$ cat src/rtl/tff_chain_pkg.sv
// tff_chain_pkg: shared state encoding and default sizing for the toggle-chain sequencer
package tff_chain_pkg;
  localparam int N_STAGES_DEF = 4;
  localparam int LEN_W_DEF = 8;
  typedef enum logic [1:0] {IDLE, LOAD, RUN} state_t;
endpackage

$ cat src/rtl/tff_cell.sv
// tff_cell: one toggle flop with synchronous clear; ports clk, rst (async active-low), t (toggle), sclr (sync clear, wins over t), q
module tff_cell (
  input  logic clk,
  input  logic rst,
  input  logic t,
  input  logic sclr,
  output logic q
);
  always_ff @(posedge clk or negedge rst)
    if (!rst) q <= 1'b0;
    else q <= sclr ? 1'b0 : q ^ t;
endmodule

$ cat src/rtl/tff_chain_seq.sv
// tff_chain_seq: runs an N-stage cascaded T-flop chain for a commanded number of enabled cycles, then pulses done
// ports: clk, rst (async active-low); cmd_valid/cmd_ready/cmd_len/cmd_clr command handshake;
//        pause (level hold), abort (early stop); busy, done, aborted status; chain_q stage outputs
module tff_chain_seq
  import tff_chain_pkg::*;
#(
  parameter int N_STAGES = N_STAGES_DEF,
  parameter int LEN_W = LEN_W_DEF
) (
  input  logic                clk,
  input  logic                rst,
  input  logic                cmd_valid,
  output logic                cmd_ready,
  input  logic [LEN_W-1:0]    cmd_len,
  input  logic                cmd_clr,
  input  logic                pause,
  input  logic                abort,
  output logic                busy,
  output logic                done,
  output logic                aborted,
  output logic [N_STAGES-1:0] chain_q
);
  state_t state;
  logic [LEN_W-1:0] cnt;
  logic clr_l;
  logic en_chain;
  logic [N_STAGES-1:0] t;
  assign cmd_ready = state == IDLE;
  assign busy = state != IDLE;
  assign en_chain = (state == RUN) & ~pause & ~abort & (cnt != '0);
  // stage 0 always toggles when enabled; stage i toggles when stage i-1 currently reads 1
  assign t = {N_STAGES{en_chain}} & {chain_q[N_STAGES-2:0], 1'b1};
  for (genvar g = 0; g < N_STAGES; g++) begin : g_stage
    tff_cell u_cell (
      .clk (clk),
      .rst (rst),
      .t   (t[g]),
      .sclr(state == LOAD && clr_l),
      .q   (chain_q[g])
    );
  end
  always_ff @(posedge clk or negedge rst)
    if (!rst) begin
      state <= IDLE;
      cnt <= '0;
      clr_l <= 1'b0;
      done <= 1'b0;
      aborted <= 1'b0;
    end else begin
      done <= 1'b0;
      aborted <= 1'b0;
      case (state)
        IDLE: if (cmd_valid) begin
          cnt <= cmd_len;
          clr_l <= cmd_clr;
          state <= LOAD;
        end
        LOAD: state <= RUN;
        RUN:
          // abort outranks both pause and the zero-length exit
          if (abort) begin
            state <= IDLE;
            done <= 1'b1;
            aborted <= 1'b1;
          end else if (cnt == '0) begin
            state <= IDLE;
            done <= 1'b1;
          end else if (!pause) begin
            cnt <= cnt - 1'b1;
            if (cnt == LEN_W'(1)) begin
              state <= IDLE;
              done <= 1'b1;
            end
          end
        default: state <= IDLE;
      endcase
    end
endmodule

$ cat config.mk
export PLATFORM = sky130hd
export DESIGN_NAME = tff_chain_seq
export DESIGN_NICKNAME = d
export VERILOG_FILES = /design/src/rtl/tff_chain_pkg.sv /design/src/rtl/tff_cell.sv /design/src/rtl/tff_chain_seq.sv
export SDC_FILE = /design/constraint.sdc
export NUM_CORES = 1
export LEC_CHECK = 0
export BUFFER_PORTS_ARGS = -buffer_cell sky130_fd_sc_hd__buf_2
export CELL_PAD_IN_SITES_DETAIL_PLACEMENT = 0
export CELL_PAD_IN_SITES_GLOBAL_PLACEMENT = 2
export CORE_ASPECT_RATIO = 0.6
export CORE_MARGIN = 4
export CORE_UTILIZATION = 32
export DETAILED_ROUTE_END_ITERATION = 16
export PLACE_DENSITY_LB_ADDON = 0.1
export RECOVER_POWER = 50
export SYNTH_ARGS = -nofsm -noshare
export SYNTH_HDL_FRONTEND = slang
export SYNTH_SLANG_ARGS = --single-unit
$ cat constraint.sdc
create_clock -name clk -period 2.35 [get_ports clk]
set_input_delay 0.3525 -clock clk [delete_from_list [all_inputs] [get_ports clk]]
set_output_delay 0.3525 -clock clk [all_outputs]
set_load 0.03 [all_outputs]
==> flow_metrics.py, run 1 <==
metrics = {
    "finish": {
        "drive_above_1_share_pct": 23.39,
        "regArea_um2": 425.4,
        "syn_to_final_growth_pct": 15.36,
        "num-fill-cells": 321,
        "multiInputGateArea_um2": 503.0,
        "antenna_cells": 0,
        "fin_cells": 166,
        "final_nets": 143,
    },
    "setup_path": {
        "critical_path_arrival_ps": 2330,
        "crit_required_ps": 2510,
        "endpoint_kind": "register",
        "path_max_fanout": 9,
        "r2r.worst_path.cells": 7,
        "r2r-start": "cnt[0]",
        "r2r-end": "cnt[5]",
        "path_class": "reg2reg",
        "r2r_slack_ps": 190,
        "crit_path_start_kind": "register",
    },
    "global_route": {
        "grt_pass1_wl_um": 4243,
        "antenna_found_initial": 0,
        "grt.total_usage_pct": 13.88,
        "grt_max_degree": 18,
        "first_global_vias": 807,
        "grt_overflow": 0,
    },
    "clocking": {
        "clockBufferDepth": 2,
        "cts_buffers": 3,
        "clkTransAtPathRegs_ps": 70,
        "htree_levels": 1,
        "clkSinkCount": 17,
        "cts-root-buf": "clkbuf_8",
        "clkLatencyLatePin_ps": 250,
        "cts_hold_buf": 0,
        "cts_setup_buffers": 0,
        "post_cts_resized": 0,
        "cts_tree": "built",
    },
    "yosys": {
        "synth_top_area_share_pct": 41.77,
        "synthTopCellsByArea": "dfrtp_1 (42%), ha_1 (4.9%), nand2_1 (4.1%)",
        "ys_top_cells_by_count": "dfrtp_1 (17), nand2_1 (11), inv_1 (8)",
        "synthArstFlopShare_pct": 100.0,
        "syn-num-nets": 122,
        "ys_warn_count": 0,
        "synth_edf_count": 0,
        "ys_ff_latch": 17,
        "synthCells": 104,
        "mappedNetlistArea_mm2": 0.001018,
        "yosysMostFrequentCell": "dfrtp_1",
        "synth-main-ff-cell": "dfrtp_1",
        "yosysTopAreaCell": "dfrtp_1",
        "syn_avg_cell_area_um2": 9.793,
        "synth.yosys.seq_area_share_pct": 41.77,
        "ys_types": 39,
    },
    "sta": {
        "fin_skew_ps": 0.8638,
        "max_freq_mhz": 462.3,
        "fin_crit_sh_pct": 92.04,
        "slew_headroom_pct": 36.30,
        "setup_viol": 0,
        "hold_viol_final": 0,
        "setup_slack_ps": 187.0,
        "rsz0062_at_grt": "false",
        "holdWs_ps": 223.2,
        "drv_slew": 0,
        "setup_tns_ps": 0,
        "worstMarginPinSlew_ps": 955.6,
        "period_needed_ps": 2163,
    },
    "drt": {
        "wirelength_um": 2534,
        "postRouteAntennaNets": 0,
        "vias_per_cell": 4.994,
        "drc": 0,
        "drt_iter0_markers": 50,
        "via_count": 829,
        "dr.pass1.iters": 4,
        "post_drt_wl_per_cell_um": 15.27,
    },
    "power_and_ir_drop": {
        "clockPowerShare_pct": 14.9,
        "p_comb_share_pct": 46.3,
        "max-vdd-ir-drop_mv": 0.3684,
        "internal_power_uw": 790.1,
        "p_leak_uw": 0.0005442,
        "powerDensity_mw_per_mm2": 1258,
        "p_switching_uw": 687.3,
        "sw_frac_of_total_pct": 46.52,
        "pwr-share-seq_pct": 38.8,
        "power.total_uw": 1477,
    },
    "run_status": {
        "outcome": "finished clean",
    },
    "floorplanning": {
        "initial_core_util_pct": 34.35,
        "chipHeight_um": 51.70,
        "dieWidth_um": 80.83,
        "core_area_mm2": 0.002965,
        "io_pins": 22,
        "fp-row-count": 15,
        "design.die.area_mm2": 0.004179,
    },
    "placement": {
        "hpwl_um": 1957,
        "dp_cells": 162,
        "pre_cts_slack_ps": 195.6,
        "gp_congestion": 0.7936,
        "port_buffers": 21,
    },
    "job": {
        "drv_cap": 0,
    },
    "hold_path": {
        "hp-class": "in2async",
    },
}
==> worst max path at each step <==
stage | start | end | cells past startpoint
finish | cnt[0] | cnt[5] | 7
global route | cnt[0] | cnt[5] | 7
CTS | cnt[0] | cnt[5] | 7
detailed placement | cnt[0] | cnt[5] | 7
global placement | cnt[1] | cnt[5] | 7
floorplan | cnt[0] | g_stage[1].u_cell.q | 8
==> final cells by class <==
class / instances / area share, %
clock inverters: 1 / 0.4260
repair buffers: 23 / 9.691
well taps: 42 / 4.473
multi-input cells: 71 / 42.81
inverters: 9 / 2.875
flip-flops and latches: 17 / 36.21
clock buffers: 3 / 3.514
==> logic make-up after synthesis <==
group	count (synthesis)	share of synthesized area, %
buf+inv	16	8.845
mux	2	1.966
flops	17	41.77
simple gates	36	19.90
compound gates	28	21.75
xor+xnor	1	0.8601
fa+ha+maj	4	4.914
==> per-stage QoR <==
step                cell area, um2  utilization [%]
floorplan                     1018                -
global placement              1135            38.27
detailed placement            1135            38.27
CTS                           1181            39.83
global route                  1175            39.62
finish                        1175            39.62
==> cell usage in the layout, fill, tap and decap left out, drive strengths merged <==
cell type	count
o31ai	1
xor2	1
o311ai	1
nor4	1
nand3b	1
and2	3
clkbuf	8
dfrtp	17
a22oi	5
ha	4
a2111oi	1
o22ai	2
nor4b	2
nor3	3
o32ai	1
nand3	2
o211ai	1
and3	1
clkinv	2
inv	8
nor2	4
a21oi	4
o21a	1
nor2b	1
nand2	13
o2bb2ai	3
buf	18
o21ai	6
or4	1
mux2i	2
or3	1
o221ai	2
nand2b	3
==> flip-flops by register name, summed over array words and instances, names as in the netlist <==
signal	cells
g_stage.u_cell.q	4
state	2
done	1
aborted	1
cnt	8
clr_l	1
==> metal layers <==
layer  part of all wire, %  global-route usage, %  up-vias
met5                     0                      0        -
met4                  0.55                  4.213        0
met3                   7.2                  4.498        2
met2                    37                  18.12       26
met1                    55                  21.09      392
li1                      -                      -      409
==> critical path, cell delays in order (launching register included) <==
cell and delay, ps:
dfrtp_1 430, inv_1 110, ha_1 220, nor4b_2 180
a2111oi_4 560, buf_4 270, nor2_1 100, o221ai_1 210
==> power by group through the flow <==
stage | combinational, uW | clock, uW | sequential [uW]
after floorplan | 554 | 0 | 554
after global placement | 689 | 0 | 578
after detailed placement | 690 | 0 | 574
after CTS | 693 | 231 | 569
after global routing | 763 | 245 | 599
final | 684 | 220 | 574
No activity file was read; power rests on OpenSTA's default activity.
==> run 2, diff against run 1 <==
Settings changed: MAX_ROUTING_LAYER set to met4.
==> run 2 against run 1 <==
  * Sequential power hardly changed
  * Non-clock buffer count stayed put
  * Clock-buffer cell count stayed put
  * Setup slack better by 3.9 ps
  * Flip-flop and latch count stayed put
  * Largest power group unchanged
  * Critical endpoint unchanged
  * Clock power hardly changed
  * Wire length is 0.59% lower
==> flow_metrics.py, run 2 (synthesized netlist as in run 1, its figures left out) <==
metrics = {
    "placement": {
        "place_area_mm2": 0.001135,
        "port_buffers": 21,
        "hpwl_um": 1957,
        "gp_congestion": 0.8049,
    },
    "clocking": {
        "clkSinkCount": 17,
        "clkLatencyLatePin_ps": 250,
        "cts_setup_buffers": 0,
        "clkTransAtPathRegs_ps": 70,
        "clockBufferDepth": 2,
        "htree_levels": 1,
        "cts-root-buf": "clkbuf_8",
        "cts_tree": "built",
        "post_cts_resized": 0,
        "cts_hold_buf": 0,
        "cts_buffers": 3,
    },
    "finish": {
        "num-fill-cells": 321,
        "regArea_um2": 425.4,
        "syn_to_final_growth_pct": 15.36,
        "final_common_cell": "dfrtp_1",
        "reg_top3": "cnt (8), g_stage.u_cell.q (4), state (2)",
        "layout_common_cells": "dfrtp_1 (17), buf_2 (16), nand2_1 (11)",
        "largest_reg_flops": 8,
        "drive_above_1_share_pct": 23.39,
        "final_nets": 143,
        "design_area_mm2": 0.001175,
        "multiInputGateArea_um2": 503.0,
        "top_register": "cnt",
        "antenna_cells": 0,
    },
    "sta": {
        "fin_crit_sh_pct": 91.88,
        "hold_viol_final": 0,
        "fin_skew_ps": 1.389,
        "max_freq_mhz": 463.1,
        "rsz0062_at_grt": "false",
        "slew_headroom_pct": 36.28,
        "setup_tns_ps": 0,
        "setup_viol": 0,
        "drv_slew": 0,
        "worstMarginPinSlew_ps": 955.8,
        "period_needed_ps": 2159,
    },
    "global_route": {
        "grt_pass1_wl_um": 4243,
        "grt_overflow": 0,
        "grt_max_degree": 18,
        "antenna_found_initial": 0,
        "first_global_vias": 807,
        "grt.total_usage_pct": 14.26,
    },
    "run_status": {
        "outcome": "finished clean",
    },
    "setup_path": {
        "path_max_fanout": 9,
        "r2r_slack_ps": 190,
        "path_class": "reg2reg",
        "crit_path_start_kind": "register",
        "r2r-start": "cnt[0]",
        "r2r.worst_path.cells": 7,
        "endpoint_kind": "register",
        "critical_path_arrival_ps": 2320,
        "crit_required_ps": 2510,
        "r2r-end": "cnt[5]",
    },
    "drt": {
        "post_drt_wl_per_cell_um": 15.17,
        "wirelength_um": 2519,
        "dr.pass1.iters": 4,
        "drc": 0,
        "vias_per_cell": 5.048,
        "postRouteAntennaNets": 0,
        "drt_iter0_markers": 52,
        "via_count": 838,
    },
    "job": {
        "drv_cap": 0,
    },
    "floorplanning": {
        "design.die.area_mm2": 0.004179,
        "fp-row-count": 15,
        "initial_core_util_pct": 34.35,
        "dieWidth_um": 80.83,
        "chipHeight_um": 51.70,
        "core_area_mm2": 0.002965,
        "io_pins": 22,
    },
    "power_and_ir_drop": {
        "max-vdd-ir-drop_mv": 0.3684,
        "p_leak_uw": 0.0005442,
        "powerDensity_mw_per_mm2": 1256,
    },
    "hold_path": {
        "hp-class": "in2async",
    },
}
==> run 2: cell counts in the layout (fill, tap and decap cells not counted) <==
Identical to the previous run, type by type.
==> run 2: layer usage <==
layer | up-vias | wire length (um) | share of wire [%] | global-route usage, %
li1 | 413 | - | - | -
met1 | 390 | 1373 | 55 | 21.09
met2 | 33 | 923 | 37 | 18.12
met3 | 2 | 209 | 8.3 | 4.498
met4 | 0 | 14 | 0.56 | 4.213
met5 | - | 0 | 0 | -
==> run 2: through the flow <==
stage          instances  power, uW  setup slack, ps  hold slack [ps]  util (%)
4_1_cts              166       1492            191.8            25.73     39.83
3_5_place_dp         162       1264            195.6            304.7     38.27
2_1_floorplan        104       1108            494.7            56.91         -
6_report             166       1475            190.8            223.6     39.62
5_1_grt              166       1608            95.10            301.2     39.62
3_3_place_gp         162       1267            350.6            296.8     38.27
==> run 2: critical path, stage by stage, from the launching register on <==
cell,delay [ps]
dfrtp_1,430
inv_1,110
ha_1,220
nor4b_2,180
a2111oi_4,560
buf_4,270
nor2_1,90
o221ai_1,210
==> run 2: worst max path at each step <==
stage / start / end / cells past startpoint
floorplan: cnt[0] / g_stage[1].u_cell.q / 8
global placement: cnt[1] / cnt[5] / 7
detailed placement: cnt[0] / cnt[5] / 7
CTS: cnt[0] / cnt[5] / 7
global route: cnt[0] / cnt[5] / 7
finish: cnt[0] / cnt[5] / 7
==> run 2: final cells by class <==
cell class	count	area share, %
repair buffers	23	9.691
well taps	42	4.473
clock buffers	3	3.514
multi-input cells	71	42.81
clock inverters	1	0.4260
flip-flops and latches	17	36.21
inverters	9	2.875
==> run 2: power by group <==
group	internal, uW	switching [uW]
combinational	250	433
sequential	422	151
clock	118	101
total	790	685
